**src/rtl/cmd_frame_if.sv**
```systemverilog
// Signal bundle between cmd_frame_ctrl and the UART FIFO / register file / ALU side.
interface cmd_frame_if #(
  parameter int unsigned DATA_WIDTH  = 8,
  parameter int unsigned ADDR_WIDTH  = 4,
  parameter int unsigned ALU_WIDTH   = 16,
  parameter int unsigned ALUFN_WIDTH = 4
) ();
  logic [DATA_WIDTH-1:0]  RX_P_Data;
  logic                   RX_D_VLD;
  logic [DATA_WIDTH-1:0]  RdData;
  logic                   RdData_Valid;
  logic [ALU_WIDTH-1:0]   ALU_OUT;
  logic                   OUT_Valid;
  logic                   FIFO_FULL;
  logic [ADDR_WIDTH-1:0]  Address;
  logic                   WrEn;
  logic                   RdEn;
  logic [DATA_WIDTH-1:0]  WrData;
  logic                   ALU_EN;
  logic [ALUFN_WIDTH-1:0] ALU_FUN;
  logic                   CLK_EN;
  logic [DATA_WIDTH-1:0]  TX_P_Data;
  logic                   TX_D_VLD;
  logic                   Busy;
  logic                   Frame_Err;

  modport master (
    input  RX_P_Data, RX_D_VLD, RdData, RdData_Valid, ALU_OUT, OUT_Valid, FIFO_FULL,
    output Address, WrEn, RdEn, WrData, ALU_EN, ALU_FUN, CLK_EN,
           TX_P_Data, TX_D_VLD, Busy, Frame_Err
  );

  modport slave (
    output RX_P_Data, RX_D_VLD, RdData, RdData_Valid, ALU_OUT, OUT_Valid, FIFO_FULL,
    input  Address, WrEn, RdEn, WrData, ALU_EN, ALU_FUN, CLK_EN,
           TX_P_Data, TX_D_VLD, Busy, Frame_Err
  );
endinterface

```
**src/rtl/cmd_frame_ctrl.sv**
```systemverilog
// UART command-frame controller: decodes RX byte frames into register-file
// writes, burst reads and ALU operations, and returns results to the TX FIFO.
module cmd_frame_ctrl #(
  parameter int unsigned           DATA_WIDTH     = 8,
  parameter int unsigned           ADDR_WIDTH     = 4,
  parameter int unsigned           ALU_WIDTH      = 16,
  parameter int unsigned           ALUFN_WIDTH    = 4,
  parameter int unsigned           BURST_MAX      = 8,
  parameter int unsigned           TIMEOUT_CYCLES = 1023,
  parameter logic [DATA_WIDTH-1:0] ERR_BYTE       = 'hFF
) (
  input logic         CLK,
  input logic         RST,
  cmd_frame_if.master bus
);
  localparam int unsigned RES_BYTES = ALU_WIDTH / DATA_WIDTH;
  localparam int unsigned TMO_W     = $clog2(TIMEOUT_CYCLES + 1);
  localparam int unsigned IDX_W     = $clog2(RES_BYTES) + 1;

  localparam logic [DATA_WIDTH-1:0] CMD_WR    = DATA_WIDTH'(8'hAA);
  localparam logic [DATA_WIDTH-1:0] CMD_RD    = DATA_WIDTH'(8'hBB);
  localparam logic [DATA_WIDTH-1:0] CMD_ALU2  = DATA_WIDTH'(8'hCC);
  localparam logic [DATA_WIDTH-1:0] CMD_ALU0  = DATA_WIDTH'(8'hDD);
  localparam logic [DATA_WIDTH-1:0] CMD_BURST = DATA_WIDTH'(8'hEE);

  typedef enum logic [3:0] {
    IDLE, WR_ADDR, WR_DATA, RD_ADDR, RD_CNT, RD_REQ, RD_WAIT, RD_TX,
    ALU_A, ALU_B, ALU_FUN, ALU_WAIT, ALU_TX, ERR_TX
  } state_t;

  state_t state, state_n;

  logic [ADDR_WIDTH-1:0]  addr_q, addr_n, ptr_q, ptr_n;
  logic [DATA_WIDTH-1:0]  wr_data_q, wr_data_n, tx_data_q, tx_data_n, rd_buf_q, rd_buf_n;
  logic [DATA_WIDTH-1:0]  cnt_q, cnt_n;
  logic [ALUFN_WIDTH-1:0] alu_fun_q, alu_fun_n;
  logic [ALU_WIDTH-1:0]   res_q, res_n;
  logic [IDX_W-1:0]       idx_q, idx_n;
  logic [TMO_W-1:0]       tmo_q, tmo_n;
  logic wr_en_q, wr_en_n, rd_en_q, rd_en_n, tx_vld_q, tx_vld_n;
  logic alu_en_q, alu_en_n, busy_q, busy_n, ferr_q, ferr_n, burst_q, burst_n;

  logic                  rx, rx_state, tmo_run, tmo_hit, cnt_bad, cnt_last, res_last, full;
  logic [DATA_WIDTH-1:0] rx_byte;

  assign rx       = bus.RX_D_VLD;
  assign rx_byte  = bus.RX_P_Data;
  assign full     = bus.FIFO_FULL;
  assign rx_state = state inside {WR_ADDR, WR_DATA, RD_ADDR, RD_CNT, ALU_A, ALU_B, ALU_FUN};
  assign tmo_run  = rx_state || (state inside {RD_WAIT, ALU_WAIT});
  assign tmo_hit  = tmo_q == TMO_W'(TIMEOUT_CYCLES - 1);
  assign cnt_bad  = (rx_byte == '0) || (rx_byte > DATA_WIDTH'(BURST_MAX));
  assign cnt_last = cnt_q == DATA_WIDTH'(1);
  assign res_last = idx_q == IDX_W'(RES_BYTES - 1);

  always_ff @(posedge CLK) begin
    if (RST) state <= IDLE;
    else     state <= state_n;
  end

  // A byte or data-valid in the same cycle as the timeout wins over the timeout.
  always_comb begin
    state_n = state;
    case (state)
      IDLE:     if (rx) begin
                  if (rx_byte == CMD_WR)                               state_n = WR_ADDR;
                  else if (rx_byte == CMD_RD || rx_byte == CMD_BURST) state_n = RD_ADDR;
                  else if (rx_byte == CMD_ALU2)                        state_n = ALU_A;
                  else if (rx_byte == CMD_ALU0)                        state_n = ALU_FUN;
                  else                                                 state_n = ERR_TX;
                end
      WR_ADDR:  if (rx) state_n = WR_DATA;                      else if (tmo_hit) state_n = ERR_TX;
      WR_DATA:  if (rx) state_n = IDLE;                         else if (tmo_hit) state_n = ERR_TX;
      RD_ADDR:  if (rx) state_n = burst_q ? RD_CNT : RD_REQ;    else if (tmo_hit) state_n = ERR_TX;
      RD_CNT:   if (rx) state_n = cnt_bad ? ERR_TX : RD_REQ;    else if (tmo_hit) state_n = ERR_TX;
      RD_REQ:   state_n = RD_WAIT;
      RD_WAIT:  if (bus.RdData_Valid) state_n = RD_TX;          else if (tmo_hit) state_n = ERR_TX;
      RD_TX:    if (!full) state_n = cnt_last ? IDLE : RD_REQ;
      ALU_A:    if (rx) state_n = ALU_B;                        else if (tmo_hit) state_n = ERR_TX;
      ALU_B:    if (rx) state_n = ALU_FUN;                      else if (tmo_hit) state_n = ERR_TX;
      ALU_FUN:  if (rx) state_n = ALU_WAIT;                     else if (tmo_hit) state_n = ERR_TX;
      ALU_WAIT: if (bus.OUT_Valid) state_n = ALU_TX;            else if (tmo_hit) state_n = ERR_TX;
      ALU_TX:   if (!full && res_last) state_n = IDLE;
      ERR_TX:   if (!full) state_n = IDLE;
      default:  state_n = IDLE;
    endcase
  end

  always_comb begin
    wr_en_n   = 1'b0;
    rd_en_n   = 1'b0;
    tx_vld_n  = 1'b0;
    ferr_n    = 1'b0;
    addr_n    = addr_q;
    wr_data_n = wr_data_q;
    tx_data_n = tx_data_q;
    alu_en_n  = alu_en_q;
    alu_fun_n = alu_fun_q;
    ptr_n     = ptr_q;
    cnt_n     = cnt_q;
    burst_n   = burst_q;
    rd_buf_n  = rd_buf_q;
    res_n     = res_q;
    idx_n     = idx_q;
    busy_n    = state_n != IDLE;
    tmo_n     = tmo_run ? tmo_q + TMO_W'(1) : tmo_q;
    if ((state_n != state) || (rx && rx_state)) tmo_n = '0;

    case (state)
      IDLE:     if (rx) burst_n = rx_byte == CMD_BURST;
      WR_ADDR:  if (rx) ptr_n = rx_byte[ADDR_WIDTH-1:0];
      WR_DATA:  if (rx) begin
                  wr_en_n   = 1'b1;
                  addr_n    = ptr_q;
                  wr_data_n = rx_byte;
                end
      RD_ADDR:  if (rx) begin
                  ptr_n = rx_byte[ADDR_WIDTH-1:0];
                  if (!burst_q) cnt_n = DATA_WIDTH'(1);
                end
      RD_CNT:   if (rx && !cnt_bad) cnt_n = rx_byte;
      RD_REQ:   begin
                  rd_en_n = 1'b1;
                  addr_n  = ptr_q;
                end
      RD_WAIT:  if (bus.RdData_Valid) rd_buf_n = bus.RdData;
      RD_TX:    if (!full) begin
                  tx_vld_n  = 1'b1;
                  tx_data_n = rd_buf_q;
                  ptr_n     = ptr_q + ADDR_WIDTH'(1);
                  cnt_n     = cnt_q - DATA_WIDTH'(1);
                end
      ALU_A:    if (rx) begin
                  wr_en_n   = 1'b1;
                  addr_n    = '0;
                  wr_data_n = rx_byte;
                end
      ALU_B:    if (rx) begin
                  wr_en_n   = 1'b1;
                  addr_n    = ADDR_WIDTH'(1);
                  wr_data_n = rx_byte;
                end
      ALU_FUN:  if (rx) begin
                  alu_fun_n = rx_byte[ALUFN_WIDTH-1:0];
                  alu_en_n  = 1'b1;
                end
      ALU_WAIT: if (bus.OUT_Valid) begin
                  res_n = bus.ALU_OUT;
                  idx_n = '0;
                end
      // Result is shifted out LSB first; idx only tracks when the last byte leaves.
      ALU_TX:   if (!full) begin
                  tx_vld_n  = 1'b1;
                  tx_data_n = res_q[DATA_WIDTH-1:0];
                  res_n     = res_q >> DATA_WIDTH;
                  idx_n     = idx_q + IDX_W'(1);
                  if (res_last) alu_en_n = 1'b0;
                end
      ERR_TX:   if (!full) begin
                  tx_vld_n  = 1'b1;
                  tx_data_n = ERR_BYTE;
                end
      default:  ;
    endcase

    if ((state_n == ERR_TX) && (state != ERR_TX)) begin
      ferr_n   = 1'b1;
      alu_en_n = 1'b0;
    end
  end

  always_ff @(posedge CLK) begin
    if (RST) begin
      addr_q    <= '0;
      wr_data_q <= '0;
      tx_data_q <= '0;
      alu_fun_q <= '0;
      wr_en_q   <= 1'b0;
      rd_en_q   <= 1'b0;
      tx_vld_q  <= 1'b0;
      alu_en_q  <= 1'b0;
      busy_q    <= 1'b0;
      ferr_q    <= 1'b0;
      ptr_q     <= '0;
      cnt_q     <= '0;
      burst_q   <= 1'b0;
      rd_buf_q  <= '0;
      res_q     <= '0;
      idx_q     <= '0;
      tmo_q     <= '0;
    end else begin
      addr_q    <= addr_n;
      wr_data_q <= wr_data_n;
      tx_data_q <= tx_data_n;
      alu_fun_q <= alu_fun_n;
      wr_en_q   <= wr_en_n;
      rd_en_q   <= rd_en_n;
      tx_vld_q  <= tx_vld_n;
      alu_en_q  <= alu_en_n;
      busy_q    <= busy_n;
      ferr_q    <= ferr_n;
      ptr_q     <= ptr_n;
      cnt_q     <= cnt_n;
      burst_q   <= burst_n;
      rd_buf_q  <= rd_buf_n;
      res_q     <= res_n;
      idx_q     <= idx_n;
      tmo_q     <= tmo_n;
    end
  end

  assign bus.Address   = addr_q;
  assign bus.WrEn      = wr_en_q;
  assign bus.RdEn      = rd_en_q;
  assign bus.WrData    = wr_data_q;
  assign bus.ALU_EN    = alu_en_q;
  assign bus.CLK_EN    = alu_en_q;
  assign bus.ALU_FUN   = alu_fun_q;
  assign bus.TX_P_Data = tx_data_q;
  assign bus.TX_D_VLD  = tx_vld_q;
  assign bus.Busy      = busy_q;
  assign bus.Frame_Err = ferr_q;
endmodule

```
**src/flat_wrapper.sv**
```systemverilog
// flat-port wrapper written by rule: the top's interface ports become plain ports
module cmd_frame_ctrl_flat 
#(
  parameter int unsigned           DATA_WIDTH     = 8,
  parameter int unsigned           ADDR_WIDTH     = 4,
  parameter int unsigned           ALU_WIDTH      = 16,
  parameter int unsigned           ALUFN_WIDTH    = 4,
  parameter int unsigned           BURST_MAX      = 8,
  parameter int unsigned           TIMEOUT_CYCLES = 1023,
  parameter logic [DATA_WIDTH-1:0] ERR_BYTE       = 'hFF
)
  (CLK, RST, bus_RX_P_Data, bus_RX_D_VLD, bus_RdData, bus_RdData_Valid, bus_ALU_OUT, bus_OUT_Valid, bus_FIFO_FULL, bus_Address, bus_WrEn, bus_RdEn, bus_WrData, bus_ALU_EN, bus_ALU_FUN, bus_CLK_EN, bus_TX_P_Data, bus_TX_D_VLD, bus_Busy, bus_Frame_Err);
  cmd_frame_if #(.DATA_WIDTH(DATA_WIDTH), .ADDR_WIDTH(ADDR_WIDTH), .ALU_WIDTH(ALU_WIDTH), .ALUFN_WIDTH(ALUFN_WIDTH)) bus_i ();
  input logic CLK;
  input logic RST;
  input wire logic [$bits(bus_i.RX_P_Data)-1:0] bus_RX_P_Data;
  input wire logic [$bits(bus_i.RX_D_VLD)-1:0] bus_RX_D_VLD;
  input wire logic [$bits(bus_i.RdData)-1:0] bus_RdData;
  input wire logic [$bits(bus_i.RdData_Valid)-1:0] bus_RdData_Valid;
  input wire logic [$bits(bus_i.ALU_OUT)-1:0] bus_ALU_OUT;
  input wire logic [$bits(bus_i.OUT_Valid)-1:0] bus_OUT_Valid;
  input wire logic [$bits(bus_i.FIFO_FULL)-1:0] bus_FIFO_FULL;
  output wire logic [$bits(bus_i.Address)-1:0] bus_Address;
  output wire logic [$bits(bus_i.WrEn)-1:0] bus_WrEn;
  output wire logic [$bits(bus_i.RdEn)-1:0] bus_RdEn;
  output wire logic [$bits(bus_i.WrData)-1:0] bus_WrData;
  output wire logic [$bits(bus_i.ALU_EN)-1:0] bus_ALU_EN;
  output wire logic [$bits(bus_i.ALU_FUN)-1:0] bus_ALU_FUN;
  output wire logic [$bits(bus_i.CLK_EN)-1:0] bus_CLK_EN;
  output wire logic [$bits(bus_i.TX_P_Data)-1:0] bus_TX_P_Data;
  output wire logic [$bits(bus_i.TX_D_VLD)-1:0] bus_TX_D_VLD;
  output wire logic [$bits(bus_i.Busy)-1:0] bus_Busy;
  output wire logic [$bits(bus_i.Frame_Err)-1:0] bus_Frame_Err;
  assign bus_i.RX_P_Data = bus_RX_P_Data;
  assign bus_i.RX_D_VLD = bus_RX_D_VLD;
  assign bus_i.RdData = bus_RdData;
  assign bus_i.RdData_Valid = bus_RdData_Valid;
  assign bus_i.ALU_OUT = bus_ALU_OUT;
  assign bus_i.OUT_Valid = bus_OUT_Valid;
  assign bus_i.FIFO_FULL = bus_FIFO_FULL;
  assign bus_Address = bus_i.Address;
  assign bus_WrEn = bus_i.WrEn;
  assign bus_RdEn = bus_i.RdEn;
  assign bus_WrData = bus_i.WrData;
  assign bus_ALU_EN = bus_i.ALU_EN;
  assign bus_ALU_FUN = bus_i.ALU_FUN;
  assign bus_CLK_EN = bus_i.CLK_EN;
  assign bus_TX_P_Data = bus_i.TX_P_Data;
  assign bus_TX_D_VLD = bus_i.TX_D_VLD;
  assign bus_Busy = bus_i.Busy;
  assign bus_Frame_Err = bus_i.Frame_Err;
  cmd_frame_ctrl #(.DATA_WIDTH(DATA_WIDTH), .ADDR_WIDTH(ADDR_WIDTH), .ALU_WIDTH(ALU_WIDTH), .ALUFN_WIDTH(ALUFN_WIDTH), .BURST_MAX(BURST_MAX), .TIMEOUT_CYCLES(TIMEOUT_CYCLES), .ERR_BYTE(ERR_BYTE)) u_core (.CLK(CLK), .RST(RST), .bus(bus_i));
endmodule
```
**config.mk**
```make
export PLATFORM = sky130hd
export DESIGN_NAME = cmd_frame_ctrl_flat
export DESIGN_NICKNAME = d
export VERILOG_FILES = /design/src/rtl/cmd_frame_if.sv /design/src/rtl/cmd_frame_ctrl.sv /design/src/flat_wrapper.sv
export SDC_FILE = /design/constraint.sdc
export NUM_CORES = 1
export LEC_CHECK = 0
export ABC_CLOCK_PERIOD_IN_PS = 2900
export CAP_MARGIN = 30
export CELL_PAD_IN_SITES_DETAIL_PLACEMENT = 0
export CELL_PAD_IN_SITES_GLOBAL_PLACEMENT = 2
export CORE_AREA = 2 2 122 124
export DETAILED_ROUTE_END_ITERATION = 12
export DIE_AREA = 0 0 124 126
export PLACE_DENSITY_LB_ADDON = 0.3
export SYNTH_ARGS = -nofsm -noshare
export SYNTH_HDL_FRONTEND = slang
export SYNTH_SLANG_ARGS = --single-unit
export TNS_END_PERCENT = 10
```
**constraint.sdc**
```tcl
create_clock -name CLK -period 2.9 [get_ports CLK]
set_input_delay 0.58 -clock CLK [delete_from_list [all_inputs] [get_ports CLK]]
set_output_delay 0.58 -clock CLK [all_outputs]
set_load 0.1 [all_outputs]
```
==> key figures <==
GRT
  • GRT Util Overall: 17.6%
  • Global-route wire length before repair: 21600 µm
  • Pin count of the biggest net entering global routing: 49
  • Grt total ovfl: 0
  • Vias in the first global route: 4131
  • Initial antenna violation count: 0

STA
  • Slew headroom: 45.1%
  • Final Cycle Share: 97.4%
  • Skew final: 0.00579 ns
  • Final hold vios: 0
  • Endpoints failing setup: 0
  • Max frequency: 354 MHz
  • Worst setup margin: 0.0747 ns
  • Slew Viols, Final: 0
  • WHS: 0.458 ns
  • Slew @ Worst Pin: 0.800 ns
  • Period minus WS final: 2.83 ns

Logic synthesis
  • Ranking of synthesized cells by area: dfxtp_1 38%, nor2_1 7.0%, nand2_1 5.3%, a21oi_1 4.9%, mux2i_1 4.6%
  • Post-synth top area share: 38.4%
  • Synthesized instance count: 544
  • Ys async rst share: 0%
  • Seq cells post-synth: 83
  • Mean post-synth cell area: 7.95 µm²
  • Top-count cell post-synth: dfxtp_1
  • Register area share after synthesis: 38.4%
  • Syn_nets: 588
  • Ys Warns: 0
  • Synth area leader: dfxtp_1
  • Synthesized area: 0.00433 mm²
  • Synth unique cells: 71
  • Post-synth EDFFs: 0
  • Synth cell count leaders: 83 x dfxtp_1, 81 x nor2_1, 61 x nand2_1, 42 x a21oi_1, 29 x nor3_1
  • Top FF cell, synth: dfxtp_1

Placed design
  • DP HPWL: 9940 µm
  • Placed cell count: 807
  • IO Port Bufs: 68
  • Post-Place Cell Area: 0.00539 mm²
  • GPL Wtd Cong: 0.836
  • Worst slack, placed: -0.284 ns

CTS
  • Clk Latency, worst-skew pair: 0.35 ns
  • Max clock buf depth: 2
  • CTS root buf: clkbuf_16
  • TritonCTS clock tree: yes
  • Post-CTS setup buffers: 0
  • H-Tree Depth: 3
  • TritonCTS Buffers: 9
  • Clock sink total: 83
  • Clock slew at reported path FFs: 0.06 ns
  • Hold-fix buffers, CTS: 0

Routing
  • Initial DRC Count: 329
  • Routed vias: 4292
  • WL/cell: 16.3 µm
  • Final ANT Viol Nets: 0
  • DRT Pass-1 Iters: 5
  • # DRC: 0
  • Via density: 5.22
  • Routed wire length: 13400 µm

Pwr
  • Peak supply drop: 0.000529 V
  • Internal: 2760 µW
  • Leak pwr: 0.00221 µW
  • Clock share of power: 28.2%
  • Logic pwr share: 42.9%
  • Sequential power share: 29.0%
  • Switching part of the total: 40.2%
  • Total power: 4600 µW
  • PD cells: 803 mW/mm²
  • Switching Power: 1850 µW

Min path
  • Hold-critical path depth: 2
  • Hold endpoint: u_core.bus.ALU_FUN[3]$_SDFFE_PP0P_
  • Hold path startpoint: u_core.bus.ALU_FUN[3]$_SDFFE_PP0P_
  • Hold Crit Class: reg2reg

Setup path
  • R2r setup slk: 0.25 ns
  • Crit path max fanout: 10
  • Crit Path Category: in2reg
  • Cells on worst reg2reg path: 8
  • Crit path capture type: flip-flop
  • Crit path arrival time: 3.07 ns
  • Critical Path RT: 3.15 ns
  • Worst r2r src: u_core.state[1]$_SDFF_PP0_
  • Worst reg2reg endpoint: u_core.tmo_q[4]$_SDFFE_PP0P_
  • Worst setup SP type: input pin

Die
  • Die width: 124 µm
  • Initial cell density of the core: 30.2%
  • Die H: 126 µm
  • Core area: 0.0143 mm²
  • Ports: 69
  • Row count: 44
  • Die area: 0.0156 mm²

Status
  • Outcome: finished, final reports clean

Layout
  • Post-route cell area: 0.00573 mm²
  • Area grow syn2layout: 32.5%
  • # fillers: 1509
  • Share of cells above drive strength 1: 17.4%
  • Final std cells w/o fill: 823
  • Antenna diodes: 0
  • Nets: 678

Flow run
  • Max Cap Viol: 0
[worst max-delay path by stage]
stage                                 from                            to  slack (ns)  cells after the start
after detailed placement  bus_RX_P_Data[2]  u_core.tmo_q[4]$_SDFFE_PP0P_       -0.28                      9
after global placement    bus_RX_P_Data[2]  u_core.tmo_q[5]$_SDFFE_PP0P_       -0.18                      9
after floorplan           bus_RX_P_Data[1]  u_core.tmo_q[0]$_SDFFE_PP0P_        0.50                      8
after CTS                 bus_RX_P_Data[2]  u_core.tmo_q[4]$_SDFFE_PP0P_        0.06                      9
final                     bus_RX_P_Data[6]  u_core.tmo_q[4]$_SDFFE_PP0P_        0.07                      9
after global routing      bus_RX_P_Data[0]  u_core.tmo_q[2]$_SDFFE_PP0P_      -0.008                      9
[logic make-up after synthesis]
group	count (synthesis)	share of synthesized area [%]
AOI/OAI and AO/OA	132	20.7
DFF	83	38.4
and+or+nand+nor	241	27.2
xor gates and xnor gates	12	2.43
adders and majority gates	6	1.74
muxes	20	4.63
buffers and inverters	50	4.86
[registers in the layout, indices dropped and copies added, names as in the netlist]
register / count
u_core.rd_buf_q: 8
u_core.ptr_q: 4
u_core.bus.Busy: 1
u_core.bus.WrEn: 1
u_core.bus.RdEn: 1
u_core.bus.TX_D_VLD: 1
u_core.idx_q: 2
u_core.bus.Frame_Err: 1
u_core.state: 4
u_core.bus.TX_P_Data: 8
u_core.cnt_q: 8
u_core.res_q: 16
u_core.bus.ALU_EN: 1
u_core.tmo_q: 10
u_core.bus.WrData: 8
u_core.burst_q: 1
u_core.bus.ALU_FUN: 4
u_core.bus.Address: 4
[cells in the final DEF (no fill, tap or decap), types with 16 or more instances in the layout]
cell	instances
nor2_1	81
a22oi_1	16
mux2i_1	20
nand2_1	61
clkdlybuf4s50_1	35
o21ai_0	19
a21oi_1	42
buf_4	80
nor3_1	29
dfxtp_1	83
[power groups by stage]
stage / clock network (µW) / registers (µW) / logic [µW]
2_1_floorplan: 0 / 1540 / 1100
3_3_place_gp: 0 / 1360 / 1960
3_5_place_dp: 0 / 1360 / 1950
4_1_cts: 1330 / 1330 / 1950
5_1_grt: 1370 / 1350 / 2140
6_report: 1300 / 1330 / 1970
[critical path: stages]
cell and delay [ns]:
clkdlybuf4s50_1 0.58, nand4bb_1 0.18, o311ai_2 0.39, buf_4 0.18
inv_1 0.05, or3_4 0.40, o31ai_4 0.26, o211ai_4 0.18
nor4_1 0.29
[metrics by stage]
step,utilization (%),TNS [ns]
floorplan,-,0
global placement,37.6,-1.73
detailed placement,37.6,-2.34
CTS,40.0,0
global route,40.1,-0.0178
finish,40.1,0
[what timing repair did]
| item | 4_1_cts | 5_1_grt |
|---|---|---|
| resized for setup | 0 | 2 |
| hold endpoints to repair | 0 | 0 |
| setup endpoints to repair | 0 | 7 |
[area by class of cell]
type                            instances  area (µm²)  area share, %
Timing Repair Buffer                  119        1010           17.6
Inverter                               10        37.5          0.655
Tap cell                              184         230           4.02
Sequential cell                        83        1660           29.0
Multi-Input combinational cell        411        2460           42.9
Clock inverter                          7         109           1.90
Clock buffer                            9         225           3.93
[per-layer routing]
layer	vias up	global-route usage [%]	share of wire [%]
met1	2017	25.5	50
met2	115	26.2	44
met5	-	0	0
met3	16	3.76	4.6
met4	0	4.96	1.5
li1	2144	-	-
Power figures use the tool's default switching activity.
